**src/rtl/if_pkg.sv**
```systemverilog
// Shared types and constants for the instruction fetch path.
package if_pkg;

  localparam int          INSTR_BYTES = 4;
  localparam logic [31:0] NOP_INSTR   = 32'h0000_0013;

  typedef struct packed {
    logic [31:0] pc;
    logic [31:0] instr;
  } fetch_entry_t;

endpackage

```
**src/rtl/fetch_fifo.sv**
```systemverilog
// In-order queue of fetched {pc, instr} entries; head is read combinationally.
module fetch_fifo
  import if_pkg::*;
#(
  parameter int DEPTH = 4
) (
  input  logic                         clk,
  input  logic                         reset,
  input  logic                         flush,
  input  logic                         push,
  input  logic                         pop,
  input  fetch_entry_t                 din,
  output fetch_entry_t                 head,
  output logic [$clog2(DEPTH+1)-1:0]   count
);

  localparam int PW = $clog2(DEPTH);
  localparam int CW = $clog2(DEPTH+1);

  fetch_entry_t    r_mem [DEPTH];
  logic [PW-1:0]   r_rd_ptr;
  logic [PW-1:0]   r_wr_ptr;
  logic [CW-1:0]   r_count;

  // Pointers wrap for free because DEPTH is a power of two.
  always_ff @(posedge clk) begin
    if (reset || flush) begin
      r_rd_ptr <= '0;
      r_wr_ptr <= '0;
      r_count  <= '0;
    end else begin
      if (push) r_wr_ptr <= r_wr_ptr + PW'(1);
      if (pop)  r_rd_ptr <= r_rd_ptr + PW'(1);
      case ({push, pop})
        2'b10:   r_count <= r_count + CW'(1);
        2'b01:   r_count <= r_count - CW'(1);
        default: r_count <= r_count;
      endcase
    end
  end

  // Storage carries no reset; occupancy alone says what is live.
  always_ff @(posedge clk) begin
    if (push) r_mem[r_wr_ptr] <= din;
  end

  assign head  = r_mem[r_rd_ptr];
  assign count = r_count;

endmodule

```
**src/rtl/instr_fetch_ctrl.sv**
```systemverilog
// Fetch sequencer: owns the fetch PC, queues ROM words with their PCs and
// hands them to decode; redirects flush the queue and restart at the target.
module instr_fetch_ctrl
  import if_pkg::*;
#(
  parameter logic [31:0] RESET_PC = 32'h0000_0000,
  parameter int          DEPTH    = 4
) (
  input  logic                         clk,
  input  logic                         reset,
  input  logic                         fetch_en,
  output logic [31:0]                  rom_addr,
  input  logic [31:0]                  rom_data,
  input  logic                         redirect_valid,
  input  logic [31:0]                  redirect_pc,
  output logic                         instr_valid,
  input  logic                         instr_ready,
  output logic [31:0]                  instr_data,
  output logic [31:0]                  instr_pc,
  output logic [$clog2(DEPTH+1)-1:0]   q_count,
  output logic                         misalign_err
);

  localparam int            CW       = $clog2(DEPTH+1);
  localparam logic [CW-1:0] FULL_CNT = CW'(DEPTH);

  logic [31:0]  r_fpc;
  logic         r_misalign;

  fetch_entry_t w_head;
  fetch_entry_t w_din;
  logic [CW-1:0] w_count;
  logic         w_valid;
  logic         w_pop;
  logic         w_push;

  // A redirect hides the head immediately so nothing stale is consumed.
  assign w_valid = (w_count != '0) && !redirect_valid;
  assign w_pop   = w_valid && instr_ready;
  assign w_push  = fetch_en && !redirect_valid && ((w_count < FULL_CNT) || w_pop);
  assign w_din   = {r_fpc, rom_data};

  always_ff @(posedge clk) begin
    if (reset) begin
      r_fpc      <= RESET_PC;
      r_misalign <= 1'b0;
    end else if (redirect_valid) begin
      r_fpc      <= {redirect_pc[31:2], 2'b00};
      r_misalign <= |redirect_pc[1:0];
    end else begin
      r_misalign <= 1'b0;
      if (w_push) r_fpc <= r_fpc + 32'(INSTR_BYTES);
    end
  end

  fetch_fifo #(
    .DEPTH (DEPTH)
  ) u_fifo (
    .clk   (clk),
    .reset (reset),
    .flush (redirect_valid),
    .push  (w_push),
    .pop   (w_pop),
    .din   (w_din),
    .head  (w_head),
    .count (w_count)
  );

  assign rom_addr     = r_fpc;
  assign instr_valid  = w_valid;
  assign instr_data   = w_valid ? w_head.instr : NOP_INSTR;
  assign instr_pc     = w_valid ? w_head.pc    : 32'h0000_0000;
  assign q_count      = w_count;
  assign misalign_err = r_misalign;

endmodule

```
**config.mk**
```make
export PLATFORM = sky130hd
export DESIGN_NAME = instr_fetch_ctrl
export DESIGN_NICKNAME = d
export VERILOG_FILES = /design/src/rtl/if_pkg.sv /design/src/rtl/fetch_fifo.sv /design/src/rtl/instr_fetch_ctrl.sv
export SDC_FILE = /design/constraint.sdc
export NUM_CORES = 1
export LEC_CHECK = 0
export CAP_MARGIN = 30
export CELL_PAD_IN_SITES_DETAIL_PLACEMENT = 1
export CELL_PAD_IN_SITES_GLOBAL_PLACEMENT = 1
export CORE_UTILIZATION = 50
export CTS_CLUSTER_SIZE = 24
export DETAILED_ROUTE_END_ITERATION = 12
export PLACE_DENSITY = 0.95
export SYNTH_ARGS = -nofsm -noshare
export SYNTH_HDL_FRONTEND = slang
export SYNTH_HIERARCHICAL = 1
export SYNTH_SLANG_ARGS = --single-unit
```
**constraint.sdc**
```tcl
create_clock -name clk -period 11.25 [get_ports clk]
set_input_delay 2.8125 -clock clk [delete_from_list [all_inputs] [get_ports clk]]
set_output_delay 2.8125 -clock clk [all_outputs]
set_load 0.05 [all_outputs]
```
==> reports/qor.yml, run 1 <==
logic_synthesis:
  ys.warnings.count: 6
  synth_top_area_share_pct: 64.0
  postSynth.asyncResetShare_pct: 0
  synth_cell_types: 52
  synth-seq-cells: 296
  synth_seq_area_share_pct: 70.7
  ys_top_cells_by_area: "sky130_fd_sc_hd__edfxtp_1 64%, sky130_fd_sc_hd__mux4_2 11%, sky130_fd_sc_hd__dfxtp_1 6.7%"
  synthCells: 675
  syn_area_per_cell_um2: 17.8
  yosys.cell_count.top_type: "sky130_fd_sc_hd__edfxtp_1"
  yosysTopAreaCell: "sky130_fd_sc_hd__edfxtp_1"
  syn_area_um2: 12000
  synth-edff-count: 256
  netlist_top_cells_count: "256 x sky130_fd_sc_hd__edfxtp_1, 69 x sky130_fd_sc_hd__and2_1, 60 x sky130_fd_sc_hd__mux4_2"
  synth_top_flop_cell: "sky130_fd_sc_hd__edfxtp_1"
clock_network:
  hold_buffers: 0
  cts_num_sinks: 296
  cts.repair.resized: 0
  clkTransAtPathRegs_ps: 60
  htree_num_levels: 1
  cts-buffers-inserted: 30
  clk_latency_ps: 550
  cts_tree: "built"
  cts_buffer_depth: 3
  postCtsSetupRepairBufs: 0
  cts_root_buffer: "sky130_fd_sc_hd__clkbuf_16"
drt:
  ant_nets: 0
  first_pass_iters: 5
  routedWlPerCell_um: 23.7
  route.detailed.vias_per_inst: 5.72
  initialDrtViolationCount: 493
  num_vias: 6847
  routed_wl_mm: 28.4
  remaining_drc_errors: 0
grt:
  grt_pass1_wl_mm: 43.1
  first_global_vias: 7419
  grt_max_degree: 65
  globalRoute.totalOverflow: 0
  grt_usage_pct: 23.6
  antenna_found_initial: 1
cells_and_area:
  area_occupied_by_registers_um2: 8500
  fraction_of_layout_cells_with_a_size_suffix_above_1_pct: 14.1
  layout-area-overhead-vs-synth_pct: 24.2
  stdcell_area_um2: 14900
  utilization_pct: 63.3
  finish.net_count: 931
  multi_input_gate_area_in_the_final_layout_um2: 3250
  fillerInstances: 2108
  antenna-diode-count: 0
sta:
  relSlewSlack_pct: 33.4
  fin_setup_tns_ps: 0
  clock_skew_ps: 10.6
  slew_violations: 0
  hold_slack_ps: 551
  clock.fmax_mhz: 125
  rsz0062_at_grt: "false"
  hold_violations: 0
  finalWorstPathRequiredPeriod_ps: 8010
  layout_worst_path_cycle_share_pct: 71.2
  setup_violations: 0
  worst_slew_pin_slew_ps: 998
worst_hold_path:
  worstHoldPathType: "flop to flop"
  hold_depth: 2
worst_setup_path:
  start_kind: "primary input"
  critical_path.max_stage_delay_ps: 830
  worst_setup_path_startpoint: "redirect_valid"
  startpoint_of_the_worst_register_to_register_path: "u_fifo/count[0]$_SDFFE_PP0P_"
  worst-endpoint-arrival_ps: 5200
  worstPathCellList: "clkdlybuf4s50_1, buf_4, nor2_4, buf_12, and2_1, clkdlybuf4s50_1"
  timing.setup.critical_path_class: "primary input to output port"
  rr_endpoint: "u_fifo/count[2]$_SDFFE_PP0P_"
  crit_slowest_cell: "sky130_fd_sc_hd__clkdlybuf4s50_1"
  end_kind: "output port"
  reg2reg_slack_ps: 8560
  ff2ff_path_depth: 9
  cp_common_cell: "sky130_fd_sc_hd__clkdlybuf4s50_1"
  worst_ep_required_time_ps: 8440
  crit_path_max_fanout: 45
  critPathCapture: "instr_data[15]"
placement:
  place.gp.congestion: 0.780
  dp_hpwl_mm: 17.9
  io_buffers: 167
  dpl_cell_area_um2: 14000
floorplan:
  start_util_pct: 51.0
  dieHeight_um: 157
  io_pins: 170
  die_x_um: 157
  floorplan.die_area_um2: 24600
  row_count: 56
  coreArea_um2: 23500
pwr:
  power_w: 0.00230
  power.switching_w: 0.000515
  worst_ir_drop_vdd_mv: 0.126
  power.density_cell_area_nw_per_um2: 155
  relative_contribution_of_the_clock_network_to_total_power_pct: 39.1
  seqPwrFrac_pct: 53.9
  switching_share_pct: 22.3
  power_report.internal_total_w: 0.00179
  comb_power_share_pct: 6.9
  power.static_leakage_nw: 4.73
flow_run:
  max_cap_violation_count: 0
outcome:
  status: "completed"
cells in the final DEF, fill, tap and decap left out, types with 4 or more instances in the layout:
| master | Yosys | final |
|---|---|---|
| sky130_fd_sc_hd__edfxtp_1 | 256 | 256 |
| sky130_fd_sc_hd__clkdlybuf4s50_1 | 0 | 167 |
| sky130_fd_sc_hd__and2_1 | 69 | 65 |
| sky130_fd_sc_hd__mux4_2 | 60 | 60 |
| sky130_fd_sc_hd__dfxtp_1 | 40 | 38 |
| sky130_fd_sc_hd__nor2_1 | 35 | 34 |
| sky130_fd_sc_hd__clkbuf_16 | 0 | 31 |
| sky130_fd_sc_hd__nand2_1 | 19 | 19 |
| sky130_fd_sc_hd__xnor2_1 | 19 | 19 |
| sky130_fd_sc_hd__a211oi_1 | 16 | 16 |
| sky130_fd_sc_hd__nand3_1 | 15 | 15 |
| sky130_fd_sc_hd__inv_1 | 13 | 13 |
| sky130_fd_sc_hd__clkbuf_1 | 17 | 13 |
| sky130_fd_sc_hd__nor3_1 | 11 | 11 |
| sky130_fd_sc_hd__nand4_1 | 11 | 11 |
| sky130_fd_sc_hd__conb_1 | 1 | 10 |
| sky130_fd_sc_hd__clkinv_1 | 0 | 8 |
| sky130_fd_sc_hd__nor4_2 | 7 | 7 |
| sky130_fd_sc_hd__ha_1 | 6 | 6 |
| sky130_fd_sc_hd__or3_1 | 5 | 5 |
| sky130_fd_sc_hd__and4_1 | 5 | 5 |
| sky130_fd_sc_hd__xor2_1 | 5 | 5 |
| sky130_fd_sc_hd__a21oi_1 | 5 | 5 |
| sky130_fd_sc_hd__buf_4 | 2 | 4 |
| sky130_fd_sc_hd__mux4_1 | 4 | 4 |
| sky130_fd_sc_hd__and2_4 | 0 | 4 |
| sky130_fd_sc_hd__buf_16 | 0 | 4 |
cell type report:
type / instances / share of cell area [%]
sequential: 296 / 57.0
multi-input combinational: 338 / 21.8
inverter: 13 / 0.327
clock buffer: 44 / 5.53
timing repair buffer: 176 / 12.3
clock inverter: 12 / 0.378
tap: 319 / 2.68
through the flow:
step / std cells / setup slack (ps)
6_report: 1198 / 3240
4_1_cts: 1198 / 3210
5_1_grt: 1198 / 3110
2_1_floorplan: 684 / 4210
3_3_place_gp: 1137 / 3000
3_5_place_dp: 1142 / 3220
registers in the layout (all words and copies together) (netlist names), named ones only:
register	count
u_fifo/r_mem	256
u_fifo/r_rd_ptr	2
rom_addr	30
u_fifo/count	3
misalign_err	1
u_fifo/r_wr_ptr	2
kinds of logic (layout without fill, tap and decap cells):
kind of cell               Yosys count  in the layout  share of synthesized area, %
DFF                                296            296                          70.7
AOI/OAI and AO/OA                   39             39                          2.44
xor gates and xnor gates            24             24                          1.75
buffers and inverters               50            245                          2.66
other                                1             10                        0.0312
and+or+nand+nor                    191            191                          9.25
muxes                               67             67                          12.4
adders and majority gates            7              7                         0.792
routing by layer:
| layer | track usage (%) | vias up | wire length (um) |
|---|---|---|---|
| met1 | 30.6 | 3528 | 11800 |
| met2 | 40.6 | 261 | 14300 |
| met4 | 6.49 | 0 | 474 |
| met5 | 0 | - | 0 |
| li1 | - | 3011 | - |
| met3 | 4.85 | 47 | 1890 |
power by group through the flow:
| stage | Combinational [W] | Clock, W | Sequential (W) |
|---|---|---|---|
| 2_1_floorplan | 0.0000616 | 0 | 0.00128 |
| 3_3_place_gp | 0.000152 | 0 | 0.00126 |
| 3_5_place_dp | 0.000159 | 0 | 0.00127 |
| 4_1_cts | 0.000161 | 0.000922 | 0.00124 |
| 5_1_grt | 0.000168 | 0.000960 | 0.00124 |
| 6_report | 0.000160 | 0.000901 | 0.00124 |
critical path, delay by kind of cell:
family	cells	cell delay [ps]
and+or+nand+nor	2	640
buffers and inverters	4	1710
how the worst min path moves through the flow:
stage / from / to / slack [ps]
2_1_floorplan: u_fifo/r_rd_ptr[1]$_SDFFE_PP0P_ / flop / 480
3_3_place_gp: u_fifo/r_rd_ptr[1]$_SDFFE_PP0P_ / flop / 500
3_5_place_dp: rom_addr[31]$_SDFFE_PP0P_ / u_fifo/r_mem[2][63]$_DFFE_PP_ / 530
4_1_cts: rom_addr[31]$_SDFFE_PP0P_ / u_fifo/r_mem[0][63]$_DFFE_PP_ / 540
5_1_grt: rom_addr[31]$_SDFFE_PP0P_ / u_fifo/r_mem[0][63]$_DFFE_PP_ / 560
6_report: u_fifo/count[2]$_SDFFE_PP0P_ / u_fifo/count[2]$_SDFFE_PP0P_ / 550
Power figures use the tool's default switching activity.
==> inputs of run 2 (changes only) <==
--- a/config.mk
+++ b/config.mk
@@ -8,10 +8,10 @@
 export CAP_MARGIN = 30
 export CELL_PAD_IN_SITES_DETAIL_PLACEMENT = 1
 export CELL_PAD_IN_SITES_GLOBAL_PLACEMENT = 1
-export CORE_UTILIZATION = 50
+export CORE_UTILIZATION = 42
 export CTS_CLUSTER_SIZE = 24
 export DETAILED_ROUTE_END_ITERATION = 12
-export PLACE_DENSITY = 0.95
+export PLACE_DENSITY = 0.87
 export SYNTH_ARGS = -nofsm -noshare
 export SYNTH_HDL_FRONTEND = slang
 export SYNTH_HIERARCHICAL = 1
==> constraint.sdc (replaced) <==
create_clock -name clk -period 6.9 [get_ports clk]
set_input_delay 1.725 -clock clk [delete_from_list [all_inputs] [get_ports clk]]
set_output_delay 1.725 -clock clk [all_outputs]
set_load 0.05 [all_outputs]
==> reports/qor.yml, run 2 (synthesis results as in run 1) <==
outcome:
  status: "completed"
worst_setup_path:
  timing.setup.critical_path_class: "primary input to output port"
  crit_buf_inv: 3
  rr_endpoint: "u_fifo/r_mem[2][56]$_DFFE_PP_"
  worst-endpoint-arrival_ps: 3710
  startpoint_of_the_worst_register_to_register_path: "u_fifo/count[2]$_SDFFE_PP0P_"
  cp_common_cell: "sky130_fd_sc_hd__clkdlybuf4s50_1"
  critical_path.max_stage_delay_ps: 810
  worstPathCellList: "clkdlybuf4s50_1, nor2_4, buf_4, and2_1, clkdlybuf4s50_1"
  reg2reg_slack_ps: 3950
  crit_slowest_cell: "sky130_fd_sc_hd__clkdlybuf4s50_1"
  worst_setup_path_startpoint: "redirect_valid"
  critPathTopFamily: "buffers and inverters"
  worst_ep_required_time_ps: 5180
  end_kind: "output port"
  crit_path_max_fanout: 41
  ff2ff_path_depth: 5
  start_kind: "primary input"
drt:
  num_vias: 6692
  initialDrtViolationCount: 358
  ant_nets: 0
  route.detailed.vias_per_inst: 5.31
  routedWlPerCell_um: 22.2
  remaining_drc_errors: 0
  first_pass_iters: 4
  routed_wl_mm: 28.0
cells_and_area:
  fraction_of_layout_cells_with_a_size_suffix_above_1_pct: 15.3
  mostFrequentLayoutCell: "sky130_fd_sc_hd__edfxtp_1"
  finish.net_count: 935
  regMostFlops: "u_fifo/r_mem"
  layout_common_cells: "256 x sky130_fd_sc_hd__edfxtp_1, 167 x sky130_fd_sc_hd__clkdlybuf4s50_1, 65 x sky130_fd_sc_hd__and2_1"
  layout-area-overhead-vs-synth_pct: 25.6
  antenna-diode-count: 0
  fillerInstances: 2622
  layout.cells.non_filler: 1260
  largest_reg_flops: 256
clock_network:
  clkTransAtPathRegs_ps: 60
  clk_latency_ps: 530
  cts_buffer_depth: 3
  cts.repair.resized: 0
  cts_root_buffer: "sky130_fd_sc_hd__clkbuf_16"
  cts-buffers-inserted: 31
  hold_buffers: 0
  postCtsSetupRepairBufs: 0
  cts_num_sinks: 296
  cts_tree: "built"
  htree_num_levels: 1
sta:
  rsz0062_at_grt: "false"
  finalWorstPathRequiredPeriod_ps: 5440
  clock_skew_ps: 12.0
  fin_setup_tns_ps: 0
  layout_worst_path_cycle_share_pct: 78.8
  worst_slew_pin_slew_ps: 765
  hold_violations: 0
  setup_violations: 0
  slew_violations: 0
  relSlewSlack_pct: 48.6
  hold_slack_ps: 550
  clock.fmax_mhz: 184
worst_hold_path:
  worstHoldPathType: "flop to flop"
  hold_depth: 2
  hold_path.startpoint: "u_fifo/count[2]$_SDFFE_PP0P_"
  timing.hold.worst_endpoint: "u_fifo/count[2]$_SDFFE_PP0P_"
placement:
  io_buffers: 167
  dp_hpwl_mm: 18.0
  place.gp.congestion: 0.744
  dp_cells: 1204
floorplan:
  dieHeight_um: 171
  die_x_um: 171
  row_count: 61
  io_pins: 170
  start_util_pct: 43.0
  coreArea_um2: 27900
  floorplan.die_area_um2: 29300
grt:
  grt_usage_pct: 19.5
  antenna_found_initial: 1
  grt_pass1_wl_mm: 42.5
  globalRoute.totalOverflow: 0
  first_global_vias: 7224
  grt_max_degree: 49
pwr:
  power.density_cell_area_nw_per_um2: 255
  power.static_leakage_nw: 4.79
  worst_ir_drop_vdd_mv: 0.152
flow_run:
  max_cap_violation_count: 0
run 2: per-layer routing:
metal	up-vias	routed length [um]	global-route usage, %
met5	-	13	0
met4	2	338	3.77
met3	30	1460	3.33
met2	193	14400	34.9
met1	3459	11800	24.9
li1	3008	-	-
run 2: power by group:
part | internal [W] | switching [W]
clock | 0.000919 | 0.000642
sequential | 0.00198 | 0.0000406
combinational | 0.000108 | 0.000150
run 2: final cells by class:
| cell class | count | area [um^2] | share of cell area, % |
|---|---|---|---|
| Clock inverter | 13 | 86.3 | 0.573 |
| Multi-Input combinational cell | 338 | 3250 | 21.6 |
| Tap cell | 378 | 473 | 3.14 |
| Clock buffer | 43 | 881 | 5.84 |
| Sequential cell | 296 | 8500 | 56.3 |
| Timing Repair Buffer | 179 | 1840 | 12.2 |
| Inverter | 13 | 48.8 | 0.324 |
run 2: tightest hold or removal path, delay by kind of cell, from the launching register on:
kind / cells / cell delay [ps]
AOI/OAI and AO/OA: 2 / 150
DFF: 1 / 350
run 2: worst max path at each step:
stage              endpoint  slack (ps)  depth (start not counted)
2_1_floorplan  instr_pc[22]        2040                          3
3_3_place_gp   instr_pc[24]        1550                          5
3_5_place_dp   instr_pc[17]        1440                          5
4_1_cts        instr_pc[17]        1440                          5
5_1_grt        instr_pc[17]        1370                          5
6_report       instr_pc[19]        1460                          5
run 2: metrics by stage:
step | setup slack, ps | power (W) | util [%] | instance area [um^2]
2_1_floorplan | 2040 | 0.00219 | - | 12000
4_1_cts | 1440 | 0.00389 | 54.0 | 15100
3_3_place_gp | 1550 | 0.00231 | 50.1 | 14000
3_5_place_dp | 1440 | 0.00232 | 50.5 | 14100
5_1_grt | 1370 | 0.00396 | 54.0 | 15100
6_report | 1460 | 0.00384 | 54.0 | 15100
